`config.mk`:
```
export PLATFORM = sky130hd
export DESIGN_NAME = adder_pipe_flat
export DESIGN_NICKNAME = d
export VERILOG_FILES = /design/src/rtl/adder_pipe_if.sv /design/src/rtl/adder_pipe.sv /design/src/flat_wrapper.sv
export SDC_FILE = /design/constraint.sdc
export NUM_CORES = 1
export LEC_CHECK = 0
export ABC_AREA = 0
export CAP_MARGIN = 30
export CORE_MARGIN = 10
export CORE_UTILIZATION = 29
export DETAILED_ROUTE_END_ITERATION = 6
export HOLD_SLACK_MARGIN = 0.06
export PLACE_DENSITY = 0.55
export SYNTH_ARGS = -nofsm -noshare
export SYNTH_HDL_FRONTEND = slang
export SYNTH_SLANG_ARGS = --single-unit
```
`constraint.sdc`:
```
create_clock -name clk -period 2.7 [get_ports clk]
set_input_delay 0.405 -clock clk [delete_from_list [all_inputs] [get_ports clk]]
set_output_delay 0.405 -clock clk [all_outputs]
set_load 0.01 [all_outputs]
```
`src/rtl/adder_pipe_if.sv`:
```
// Operand/result streaming bundle for adder_pipe.
// The producer/consumer side uses master; the pipeline uses slave.
interface adder_pipe_if #(
  parameter int WIDTH = 16
) ();
  logic             in_valid;
  logic             in_ready;
  logic [WIDTH-1:0] a;
  logic [WIDTH-1:0] b;
  logic             cin;
  logic             sub;
  logic             out_valid;
  logic             out_ready;
  logic [WIDTH-1:0] sum;
  logic             cout;
  logic             ovf;

  modport master (
    output in_valid, a, b, cin, sub, out_ready,
    input  in_ready, out_valid, sum, cout, ovf
  );

  modport slave (
    input  in_valid, a, b, cin, sub, out_ready,
    output in_ready, out_valid, sum, cout, ovf
  );
endinterface

```
`src/rtl/adder_pipe.sv`:
```
// Pipelined ripple-carry adder/subtractor: WIDTH bits split into STAGES slices,
// one slice per stage, carries registered between stages.
module adder_pipe #(
  parameter int WIDTH  = 16,
  parameter int STAGES = 4
) (
  input logic         clk,
  input logic         rst_n,
  adder_pipe_if.slave bus
);
  localparam int SLICE = WIDTH / STAGES;

  // Handshake: a beat transfers on a rising edge where valid && ready.
  // The whole pipe advances together (adv); a stalled output freezes every stage,
  // so in_ready drops combinationally while out_valid && !out_ready.
  logic             adv;
  logic [WIDTH-1:0] b_eff;

  // *_d: what stage k loads from; *_q: what stage k currently holds.
  logic [WIDTH-1:0] a_d [STAGES];
  logic [WIDTH-1:0] b_d [STAGES];
  logic [WIDTH-1:0] s_d [STAGES];
  logic             c_d [STAGES];
  logic             v_d [STAGES];
  logic [WIDTH-1:0] a_q [STAGES];
  logic [WIDTH-1:0] b_q [STAGES];
  logic [WIDTH-1:0] s_q [STAGES];
  logic             c_q [STAGES];
  logic             v_q [STAGES];

  assign adv          = !v_q[STAGES-1] || bus.out_ready;
  assign bus.in_ready = adv;
  assign b_eff        = bus.sub ? ~bus.b : bus.b;

  for (genvar k = 0; k < STAGES; k++) begin : g_stage
    localparam int LO = k * SLICE;

    logic [SLICE:0]   part;
    logic [WIDTH-1:0] s_next;
    logic [WIDTH-1:0] a_r;
    logic [WIDTH-1:0] b_r;
    logic [WIDTH-1:0] s_r;
    logic             c_r;
    logic             v_r;

    if (k == 0) begin : g_src_in
      assign a_d[k] = bus.a;
      assign b_d[k] = b_eff;
      assign s_d[k] = '0;
      assign c_d[k] = bus.cin;
      assign v_d[k] = bus.in_valid;
    end else begin : g_src_prev
      assign a_d[k] = a_q[k-1];
      assign b_d[k] = b_q[k-1];
      assign s_d[k] = s_q[k-1];
      assign c_d[k] = c_q[k-1];
      assign v_d[k] = v_q[k-1];
    end

    assign part = {1'b0, a_d[k][LO +: SLICE]}
                + {1'b0, b_d[k][LO +: SLICE]}
                + {{SLICE{1'b0}}, c_d[k]};

    // Lower slices arrive already summed; this stage fills in slice k only.
    always_comb begin
      s_next               = s_d[k];
      s_next[LO +: SLICE]  = part[SLICE-1:0];
    end

    always_ff @(posedge clk or negedge rst_n) begin
      if (!rst_n) begin
        v_r <= 1'b0;
        c_r <= 1'b0;
        a_r <= '0;
        b_r <= '0;
        s_r <= '0;
      end else if (adv) begin
        v_r <= v_d[k];
        c_r <= part[SLICE];
        a_r <= a_d[k];
        b_r <= b_d[k];
        s_r <= s_next;
      end
    end

    assign a_q[k] = a_r;
    assign b_q[k] = b_r;
    assign s_q[k] = s_r;
    assign c_q[k] = c_r;
    assign v_q[k] = v_r;
  end

  // Overflow is decoded from the last stage's registers, so it is glitch-free
  // and aligned with sum; after reset all three MSBs are 0, giving ovf=0.
  assign bus.out_valid = v_q[STAGES-1];
  assign bus.sum       = s_q[STAGES-1];
  assign bus.cout      = c_q[STAGES-1];
  assign bus.ovf       = (a_q[STAGES-1][WIDTH-1] == b_q[STAGES-1][WIDTH-1]) &&
                         (s_q[STAGES-1][WIDTH-1] != a_q[STAGES-1][WIDTH-1]);
endmodule

```
`src/flat_wrapper.sv`:
```
// flat-port wrapper written by rule: the top's interface ports become plain ports
module adder_pipe_flat 
#(
  parameter int WIDTH  = 16,
  parameter int STAGES = 4
)
  (clk, rst_n, bus_in_valid, bus_a, bus_b, bus_cin, bus_sub, bus_out_ready, bus_in_ready, bus_out_valid, bus_sum, bus_cout, bus_ovf);
  adder_pipe_if #(.WIDTH(WIDTH)) bus_i ();
  input logic clk;
  input logic rst_n;
  input wire logic [$bits(bus_i.in_valid)-1:0] bus_in_valid;
  input wire logic [$bits(bus_i.a)-1:0] bus_a;
  input wire logic [$bits(bus_i.b)-1:0] bus_b;
  input wire logic [$bits(bus_i.cin)-1:0] bus_cin;
  input wire logic [$bits(bus_i.sub)-1:0] bus_sub;
  input wire logic [$bits(bus_i.out_ready)-1:0] bus_out_ready;
  output wire logic [$bits(bus_i.in_ready)-1:0] bus_in_ready;
  output wire logic [$bits(bus_i.out_valid)-1:0] bus_out_valid;
  output wire logic [$bits(bus_i.sum)-1:0] bus_sum;
  output wire logic [$bits(bus_i.cout)-1:0] bus_cout;
  output wire logic [$bits(bus_i.ovf)-1:0] bus_ovf;
  assign bus_i.in_valid = bus_in_valid;
  assign bus_i.a = bus_a;
  assign bus_i.b = bus_b;
  assign bus_i.cin = bus_cin;
  assign bus_i.sub = bus_sub;
  assign bus_i.out_ready = bus_out_ready;
  assign bus_in_ready = bus_i.in_ready;
  assign bus_out_valid = bus_i.out_valid;
  assign bus_sum = bus_i.sum;
  assign bus_cout = bus_i.cout;
  assign bus_ovf = bus_i.ovf;
  adder_pipe #(.WIDTH(WIDTH), .STAGES(STAGES)) u_core (.clk(clk), .rst_n(rst_n), .bus(bus_i));
endmodule
```
Word level (Yosys, flattened, before mapping)
Cells that the tools add are included.
{"block": "classes", "add_sub_neg": 8, "mul": 0, "n_div": 0, "magnitude_cmp": 0, "n_eq_ne": 2, "n_shift": 0, "mux": 1, "bitwise_logic": 1, "reduce_logical": 3}
{"op": "4-bit by 4-bit adder with 5-bit output", "count": 4}
{"op": "5-bit by 1-bit adder with 5-bit output", "count": 4}
{"op": "16-bit two-way mux", "count": 1}
{"op": "16-bit inverter", "count": 1}
{"op": "1-bit == test", "count": 1}
{"op": "1-bit logical AND", "count": 1}
{"op": "1-bit zero test", "count": 1}
{"op": "1-bit logical OR", "count": 1}
{"op": "1-bit != test", "count": 1}
{"block": "word_totals", "reg_bits": 176, "latch_bits": 0, "ram_bits": 0, "romBits": 0, "input_bits": 38, "output_inout_bits": 20, "word_cells": 35, "n_memories": 0}

Longest topological paths before layout
Gate-level depths: netlist of the first run.
{"block": "logic_depth", "ltp_word": 4, "depth_mapped": 9, "mapped_depth_nobuf": 7}

Worst setup path after synthesis of the first run
OpenSTA, ideal clock, no wires.
{"block": "synth_path", "path_kind": "in2reg", "start": "input port bus_sub", "end": "register u_core.g_stage[0].c_r", "setup_time_ps": 122, "t_arrival_ps": 1886, "required_ps": 2578, "path_slack_ps": 692, "path_stages": 9, "n_path_buf": 2, "path_cell_list": "buf_4 -> buf_6 -> xnor2_1 -> fa_1 -> inv_1 -> fa_1 -> a21o_1 -> a21oi_1 -> a21oi_1"}
{"block": "synth_via", "elab_chain_cells": 3}
{"element": "start: declaration", "line": "flat_wrapper.sv:15", "rtl": "input wire logic [$bits(bus_i.sub)-1:0] bus_sub;"}
{"element": "16-bit two-way mux", "line": "adder_pipe.sv:33", "rtl": "assign b_eff = bus.sub ? ~bus.b : bus.b;"}
{"element": "4-bit by 4-bit adder with 5-bit output", "line": "adder_pipe.sv:61", "rtl": "+ {1'b0, b_d[k][LO +: SLICE]}"}
{"element": "5-bit by 1-bit adder with 5-bit output", "line": "adder_pipe.sv:62", "rtl": "+ {{SLICE{1'b0}}, c_d[k]};"}
{"element": "end signal: assignment", "line": "adder_pipe.sv:79", "rtl": "c_r <= part[SLICE];"}
{"element": "end: declaration", "line": "adder_pipe.sv:43", "rtl": "logic c_r;"}
No other way between the ends.
A chain may end at the register's enable or synchronous reset.

Worst setup path after layout of the first run
{"block": "layout_path", "start": "input port bus_out_ready", "end": "output port bus_in_ready"}
{"block": "layout_via", "elab_chain_cells": 1}
{"element": "start: declaration", "line": "flat_wrapper.sv:16", "rtl": "input wire logic [$bits(bus_i.out_ready)-1:0] bus_out_ready;"}
{"element": "1-bit logical OR", "line": "adder_pipe.sv:31", "rtl": "assign adv = !v_q[STAGES-1] || bus.out_ready;"}
{"element": "end: declaration", "line": "flat_wrapper.sv:17", "rtl": "output wire logic [$bits(bus_i.in_ready)-1:0] bus_in_ready;"}
No other way between the ends.

==> results of run 1 <==
-- path summary, 6_finish.rpt --
kind                       cells past startpoint  slack [ns]                        to             startpoint
min                                            1        0.04  u_core.g_stage[0].b_r[4]                  rst_n
max reg2reg                                    5        0.91           u_core.bus.cout  u_core.g_stage[2].c_r
max                                            4        0.67              bus_in_ready          bus_out_ready
max in group asynchronous                      2        1.90         u_core.bus.sum[8]                  rst_n
min in group clk                               2        0.46     u_core.g_stage[2].v_r  u_core.g_stage[2].v_r
min reg2reg                                    2        0.46     u_core.g_stage[2].v_r  u_core.g_stage[2].v_r
-- placed cells by master, fill, tap and decap left out --
master and instances:
o21ai_0 28, buf_12 1, nor2_1 10, xnor2_1 14, xor2_1 6, nor2b_4 1, dfrtp_1 98, clkinv_8 1
inv_2 1, clkdlybuf4s50_1 56, a21oi_1 11, ha_1 12, nor3_1 2, nand2_1 219, nand2b_1 1, o31ai_2 2
nor2b_1 4, inv_1 13, fa_1 8, a21o_1 4, clkbuf_16 9, a22oi_1 1, o21a_1 4, clkinv_4 1
inv_6 3, clkinv_2 1, bufinv_16 1, buf_4 6
-- worst reg2reg max path, delay by kind of cell (launching register included) --
| kind | cells | cell delay, ns |
|---|---|---|
| compound gates | 3 | 0.37 |
| flops | 1 | 0.40 |
| fa+ha+maj | 2 | 0.88 |
-- cell type report --
cell class / instances / area (µm²) / share of cell area (%)
multi-input combinational: 327 / 1690 / 31.5
clock buffer: 9 / 225 / 4.20
tap: 184 / 230 / 4.30
sequential: 98 / 2450 / 45.8
inverter: 14 / 52.6 / 0.980
timing repair buffer: 63 / 626 / 11.7
clock inverter: 7 / 86.3 / 1.61
-- state kept, by name, indices dropped and copies added (netlist names) --
| register | cells |
|---|---|
| u_core.g_stage.b_r | 25 |
| u_core.g_stage.c_r | 3 |
| u_core.g_stage.a_r | 25 |
| u_core.bus.sum | 16 |
| u_core.g_stage.s_r | 24 |
| u_core.bus.cout | 1 |
| u_core.g_stage.v_r | 3 |
| u_core.bus.out_valid | 1 |
-- power breakdown --
group,internal [W],switching [W]
Sequential,0.00212,0.000362
Clock,0.000736,0.000573
Combinational,0.000942,0.00109
-- cell families (layout without fill, tap and decap cells) --
| kind of cell | Yosys count | in the layout |
|---|---|---|
| simple gates | 237 | 237 |
| flops | 98 | 98 |
| compound gates | 50 | 50 |
| buf+inv | 37 | 93 |
| fa+ha+maj | 20 | 20 |
| xor+xnor | 20 | 20 |
-- per-stage QoR --
step	cells	area, µm²	worst slack [ns]	util (%)
6_report	702	5360	0.668	36.7
5_1_grt	702	5360	0.582	36.7
4_1_cts	702	5360	0.640	36.7
3_5_place_dp	686	5050	0.306	34.6
3_3_place_gp	686	5050	0.395	34.6
2_1_floorplan	462	4340	0.692	-
-- layer usage --
layer  up-vias  routed length, µm  GRT usage [%]
li1       1542                  -              -
met1      1377               4490           12.6
met2        56               3660           13.0
met3        13                494           2.87
met4         0                136           3.41
met5         -                  0              0
==> flow_summary.ini, run 1 <==
[outcome]
status = complete, no violations

[yosys]
synth-compound-area-share_pct = 6.62
synth-simple-area-share_pct = 21.1
synth.avg_cell_area_um2 = 9.40
synth_xor_area_share_pct = 4.03
synth_nets = 520
synth.cell_area_mm2 = 0.00434
ys_seq_area_share_pct = 56.5
ys_seq_elements = 98
yosysTopAreaCell = dfrtp_1
synth_edf_count = 0
synthTopCellsByCount = nand2_1, dfrtp_1, o21ai_0, xnor2_1, inv_1
synth_most_common_cell = nand2_1
synthMuxAreaShare_pct = 0
synthArstFlopShare_pct = 100
synth_cell_types = 23
synth_fa_ha_area_share_pct = 7.14
netlist_top_cells_area = dfrtp_1, nand2_1, fa_1
synth-main-ff-cell = dfrtp_1
synthCells = 462
synth_top_family_by_area = simple AND/OR/NAND/NOR gates
synth_top_area_share_pct = 56.5
yosys_warnings = 0

[global_routing]
grt_max_degree = 104
overflow = 0
grt_antenna_before_repair = 0
grt_pass1_wl_mm = 15.3
grt_pass1_vias = 2983
track_usage_pct = 9.13

[final_layout]
n_antenna_cell = 0
n_fill_cell = 1444
drive_gt1_share_pct = 5.21
nets = 571
area_growth_pct = 23.4

[sta]
fin_setup_tns_ns = 0
fmaxAchievable_mhz = 492
finalCritPeriodShare_pct = 75.3
final-max-slew-violation-count = 0
fin_skew_ns = 0.00615
finalSetupViolCount = 0
max_slew.worst_pin.slew_ns = 1.01
grt_setup_unrepaired = no
relSlewSlack_pct = 32.6
hold_viol_final = 0
final.min_clock_period_ns = 2.03
fin_hold_ws_ns = 0.0407

[clock_network]
cts_tree = done
clk_latency_ns = 0.34
cts_made_buffers = 9
clkSlewWorstSetupHoldPaths_ns = 0.07
ctsHoldBuffers = 0
cts_num_sinks = 98
cts_root_buf = clkbuf_16
cts_buffer_depth = 2
htree_levels = 3
postCtsSetupBuffers = 0
cts_resized = 0

[die]
io-pin-count = 58
fp.dieW_um = 142
initial_core_util_pct = 29.8
die_h_um = 142
die_area_mm2 = 0.0203
std_cell_rows = 44
core-area_mm2 = 0.0146

[place]
dp.final_hpwl_mm = 5.90
gp_congestion = 0.721
io_buffers = 57

[detailed_routing]
vias_per_cell = 4.26
wirelength_mm = 8.79
ant_nets = 0
drcViolationCount = 0
vias = 2988
initialDrtViolationCount = 221
dr.pass1.iters = 4
routedWlPerCell_um = 12.5

[power_and_ir_drop]
finalPower_w = 0.00582
power_density_mw_per_mm2 = 1090
p_leak_nw = 2.61
ir_drop_v = 0.000371

[hold_path]
worstHoldPathType = input pin to asynchronous set/reset pin

[flow_run]
maxCapViolCount = 0

[critical_path]
worst_path_most_repeated_cell = clkdlybuf4s50_1
cp.required_ns = 2.30
critPathMaxStageDelay_ns = 0.56
critPathTopFamily = buffers and inverters
critical-path-slowest-cell = clkdlybuf4s50_1
criticalPathCategory = input pin to primary output
critPathLaunchType = input pin
worstPathArrival_ns = 1.63
path_max_fanout = 2
crit_buf_inv = 3
cp-end-kind = primary output
worstPathCellList = clkdlybuf4s50_1 > nor2b_4 > inv_2 > clkdlybuf4s50_1
Note: power is estimated with default switching activity, not from simulation.
==> inputs of run 2 (changes only) <==
- PLACE_DENSITY: 0.55 -> 0.56
- clock period: 2.7 -> 1.8 ns (I/O delays scaled with it)
==> run 2 against run 1 <==
  * Via count increased by 1.6%
  * Power rose by 52%
  * Non-clock buffer count grew 19
  * Worst setup slack got worse by 0.61 ns
  * Utilization increased by 1.4 points
  * Flip-flop and latch count did not move
  * Die area unchanged
  * Clock skew decreased by 0.00061 ns
  * Hold slack improved by 0.39 ns
==> flow_summary.ini, run 2 (same netlist as run 1, synthesis figures left out) <==
[detailed_routing]
vias = 3035
drcViolationCount = 0
vias_per_cell = 4.21
routedWlPerCell_um = 12.2
ant_nets = 0
dr.pass1.iters = 4
initialDrtViolationCount = 148
wirelength_mm = 8.78

[sta]
fin_setup_tns_ns = 0
final.min_clock_period_ns = 1.74
max_slew.worst_pin.slew_ns = 0.472
finalSetupViolCount = 0
relSlewSlack_pct = 68.6
finalCritPeriodShare_pct = 96.5
fmaxAchievable_mhz = 575
final-max-slew-violation-count = 0
worst_slack_ns = 0.0622
fin_skew_ns = 0.00554
hold_viol_final = 0
grt_setup_unrepaired = no

[global_routing]
grt_antenna_before_repair = 1
track_usage_pct = 9.22
overflow = 0
grt_pass1_wl_mm = 15.4
grt_pass1_vias = 3141
grt_max_degree = 77

[power_and_ir_drop]
p_leak_nw = 2.72
finalPower_w = 0.00883
power_density_mw_per_mm2 = 1590
ir_drop_v = 0.000507

[final_layout]
multi_input_area_mm2 = 0.00171
n_fill_cell = 1497
drive_gt1_share_pct = 9.50
area_growth_pct = 28.2
reg.largest.list = u_core.g_stage.a_r x25, u_core.g_stage.b_r x25, u_core.g_stage.s_r x24
register_area_mm2 = 0.00245
n_antenna_cell = 0
final_cell_mix = nand2_1, dfrtp_1, clkdlybuf4s50_1, o21ai_0, buf_4
layout_commonest_cell = nand2_1
nets = 590

[critical_path]
r2r_cells = 5
endpoint = bus_in_ready
cp-end-kind = primary output
r2r_end = u_core.bus.cout
startpoint = u_core.bus.out_valid
regToRegSetupSlack_ns = 0.11
path_max_fanout = 2
worstPathArrival_ns = 1.47
r2r_start = u_core.g_stage[2].c_r
cp.required_ns = 1.53
criticalPathCategory = flop to primary output
critPathLaunchType = flop

[die]
die_area_mm2 = 0.0203
std_cell_rows = 44
core-area_mm2 = 0.0146
io-pin-count = 58
die_h_um = 142
initial_core_util_pct = 29.8
fp.dieW_um = 142

[place]
io_buffers = 57
gp_congestion = 0.720
dp.final_hpwl_mm = 6.37
pre_cts_ws_ns = -0.441

[flow_run]
maxCapViolCount = 0

[clock_network]
cts_root_buf = clkbuf_16
clkSlewWorstSetupHoldPaths_ns = 0.07
cts_num_sinks = 98
htree_levels = 3
cts_made_buffers = 9
clk_latency_ns = 0.33
cts_buffer_depth = 2
cts_tree = done

[outcome]
status = complete, no violations

[hold_path]
worstHoldPathType = input pin to asynchronous set/reset pin
==> run 2: worst min path at each step <==
stage	startpoint	endpoint	slack [ns]	depth (start not counted)
finish	rst_n	u_core.g_stage[0].b_r[4]	0.43	2
global route	rst_n	u_core.g_stage[0].b_r[4]	0.47	2
CTS	rst_n	u_core.g_stage[0].b_r[4]	0.45	2
detailed placement	rst_n	u_core.g_stage[0].b_r[4]	0.27	1
global placement	rst_n	u_core.g_stage[0].a_r[4]	0.26	1
floorplan	rst_n	u_core.bus.cout	-0.03	0
==> run 2: layer usage <==
metal,vias to the layer above,share of wire [%],global-route usage (%)
met1,1397,50,12.6
met3,9,5.1,3.07
met5,-,0.15,0
li1,1579,-,-
met2,48,44,13.5
met4,2,0.84,2.88
==> run 2: layout make-up <==
| class | instances | area share, % |
|---|---|---|
| clock buffers | 11 | 4.54 |
| repair buffers | 82 | 14.9 |
| well taps | 184 | 4.13 |
| multi-input cells | 327 | 30.8 |
| inverters | 14 | 0.944 |
| flip-flops and latches | 98 | 44.0 |
| clock inverters | 5 | 0.674 |
==> run 2: timing repair <==
item                                   4_1_cts  5_1_grt
pin swaps                                    0        1
endpoints found under the hold margin       31        0
gates resized for setup                      2        2
hold buffers                                 1        0
setup endpoints to repair                    4        4
setup buffers                                0        0
==> run 2: report_power, final <==
group	internal (W)	switching [W]	total, W
registers	0.00319	0.000549	0.00374
clock network	0.00102	0.000818	0.00184
logic	0.00159	0.00167	0.00326
==> run 2: stage by stage <==
stage	hold slack [ns]	cells	instance area (µm²)	utilization (%)
final	0.428	721	5570	38.2
after global routing	0.472	721	5570	38.2
after CTS	0.446	721	5560	38.1
after detailed placement	0.265	704	5270	36.1
after global placement	0.261	704	5270	36.1
after floorplan	-0.0256	462	4360	-
==> run 2: critical path: stages (launching register included) <==
cell	delay, ns
dfrtp_1	0.38
nor2b_4	0.14
inv_2	0.08
clkdlybuf4s50_1	0.54
==> inputs of run 3 (changes only) <==
- CORE_UTILIZATION: 29 -> 59
- PLACE_DENSITY: 0.56 -> 0.92
- clock period: 1.8 -> 2.2 ns (I/O delays scaled with it)
==> run 3 against run 2 <==
  * Die area down 45%
  * Sequential power down 18%
  * Critical path depth up 4
  * Worst setup slack better by 0.16 ns
  * Non-clock buffer count down 17
  * Via count up 1.7%
  * Wire length down 6.8%
  * Critical endpoint is now u_core.g_stage[0].s_r[3]
  * Largest cell class unchanged
  * Largest power group unchanged
==> flow_summary.ini, run 3 (same netlist as run 1, synthesis figures left out) <==
[clock_network]
clkSlewWorstSetupHoldPaths_ns = 0.09
cts_num_sinks = 98
clk_latency_ns = 0.35
htree_levels = 3
cts_buffer_depth = 2
cts_tree = done
cts_made_buffers = 9
cts_root_buf = clkbuf_8
postCtsSetupBuffers = 0

[die]
fp.dieW_um = 106
die_h_um = 106
std_cell_rows = 31
io-pin-count = 58
initial_core_util_pct = 60.2
die_area_mm2 = 0.0112
core-area_mm2 = 0.00721

[sta]
final.min_clock_period_ns = 1.98
finalCritPeriodShare_pct = 89.8
finalSetupViolCount = 0
hold_viol_final = 0
fin_hold_ws_ns = 0.398
fin_setup_tns_ns = 0
relSlewSlack_pct = 73.4
final-max-slew-violation-count = 0
grt_setup_unrepaired = no
max_slew.worst_pin.slew_ns = 0.399
fin_skew_ns = 0.00483
fmaxAchievable_mhz = 506

[place]
dp.final_hpwl_mm = 5.82
dp.cells = 602
io_buffers = 57
gp_congestion = 0.781

[power_and_ir_drop]
p_leak_nw = 2.57
p_comb_share_pct = 38.5
power_switching_w = 0.00243
power_density_mw_per_mm2 = 1290
p_sw_share_pct = 36.4
ir_drop_v = 0.000493
finalPower_w = 0.00667
p_clk_share_pct = 15.6
power.internal_w = 0.00424
seq_power_share_pct = 45.9

[global_routing]
track_usage_pct = 15.2
grt_pass1_vias = 3155
overflow = 0
grt_antenna_before_repair = 0
grt_pass1_wl_mm = 14.1
grt_max_degree = 104

[critical_path]
critPathLaunchType = input pin
r2r_end = u_core.bus.cout
endpoint = u_core.g_stage[0].s_r[3]
startpoint = bus_sub
cp-end-kind = flop
worstPathArrival_ns = 2.24
path_max_fanout = 14
criticalPathCategory = input pin to flop
r2r_start = u_core.g_stage[2].c_r
cp.required_ns = 2.46
regToRegSetupSlack_ns = 0.37
r2r_cells = 5

[hold_path]
worstHoldPathType = input pin to asynchronous set/reset pin

[final_layout]
n_antenna_cell = 0
layout_commonest_cell = nand2_1
n_fill_cell = 542
final_util_pct = 71.6
drive_gt1_share_pct = 5.38
area_growth_pct = 18.9
nets = 573
instances_no_fill = 619
final_cell_mix = nand2_1, dfrtp_1, clkdlybuf4s50_1, o21ai_0, xnor2_1
reg.largest.list = u_core.g_stage.a_r x25, u_core.g_stage.b_r x25, u_core.g_stage.s_r x24

[detailed_routing]
dr.pass1.iters = 6
vias = 3087
ant_nets = 0
initialDrtViolationCount = 188
routedWlPerCell_um = 13.2
wirelength_mm = 8.18
drcViolationCount = 0
vias_per_cell = 4.99

[outcome]
status = complete, no violations

[flow_run]
maxCapViolCount = 0
-- run 3: cell count changes in the layout (fill, tap and decap cells not counted), sizes merged --
cell / change
buf: -17
clkinv: +3
clkdlybuf4s50: +2
clkinvlp: -2
dlygate4sd2: -2
clkbuf: -1
-- run 3: final cells by class --
class                      count  area, µm²  share of cell area (%)
clock buffer                  10        138                    2.67
clock inverter                 6       41.3                   0.800
inverter                      14       52.6                    1.02
multi-input combinational    327       1690                    32.7
sequential                    98       2450                    47.5
tap                           99        124                    2.40
timing repair buffer          65        668                    12.9
-- run 3: power by group through the flow --
stage | Sequential [W] | Combinational [W] | Clock [W]
after floorplan | 0.00306 | 0.00168 | 0
after global placement | 0.00305 | 0.00242 | 0
after detailed placement | 0.00309 | 0.00258 | 0
after CTS | 0.00306 | 0.00260 | 0.00106
after global routing | 0.00316 | 0.00292 | 0.00114
final | 0.00306 | 0.00256 | 0.00104
-- run 3: stage by stage --
stage | cell area, µm² | worst slack [ns]
5_1_grt | 5160 | 0.120
2_1_floorplan | 4340 | 0.267
3_3_place_gp | 4970 | -0.0456
4_1_cts | 5160 | 0.217
3_5_place_dp | 4970 | -0.150
6_report | 5160 | 0.223
-- run 3: what timing repair did --
| action | CTS | global route |
|---|---|---|
| gates resized for setup | 0 | 0 |
| hold buffers | 1 | 0 |
| endpoints found under the setup margin | 0 | 0 |
| hold endpoints to repair | 21 | 0 |
-- run 3: worst max-delay path: stages --
cell	delay [ns]
clkdlybuf4s50_1	0.60
buf_4	0.30
xor2_1	0.19
ha_1	0.29
o21a_1	0.14
o21a_1	0.17
o31ai_2	0.22
-- run 3: per-layer routing --
| metal | global-route usage [%] | part of all wire (%) | up-vias |
|---|---|---|---|
| met5 | 0 | 0 | - |
| met4 | 7.45 | 2.5 | 0 |
| met3 | 3.05 | 3.1 | 17 |
| met2 | 24.9 | 49 | 54 |
| met1 | 18.8 | 45 | 1478 |
| li1 | - | - | 1538 |
-- run 3: worst min-delay path by stage --
stage	startpoint	end	slack [ns]
finish	rst_n	u_core.g_stage[0].a_r[13]	0.40
global route	rst_n	u_core.bus.sum[15]	0.40
CTS	rst_n	u_core.bus.sum[15]	0.40
detailed placement	rst_n	u_core.g_stage[0].a_r[13]	0.25
global placement	rst_n	u_core.g_stage[0].a_r[13]	0.24
floorplan	rst_n	u_core.bus.cout	0.03
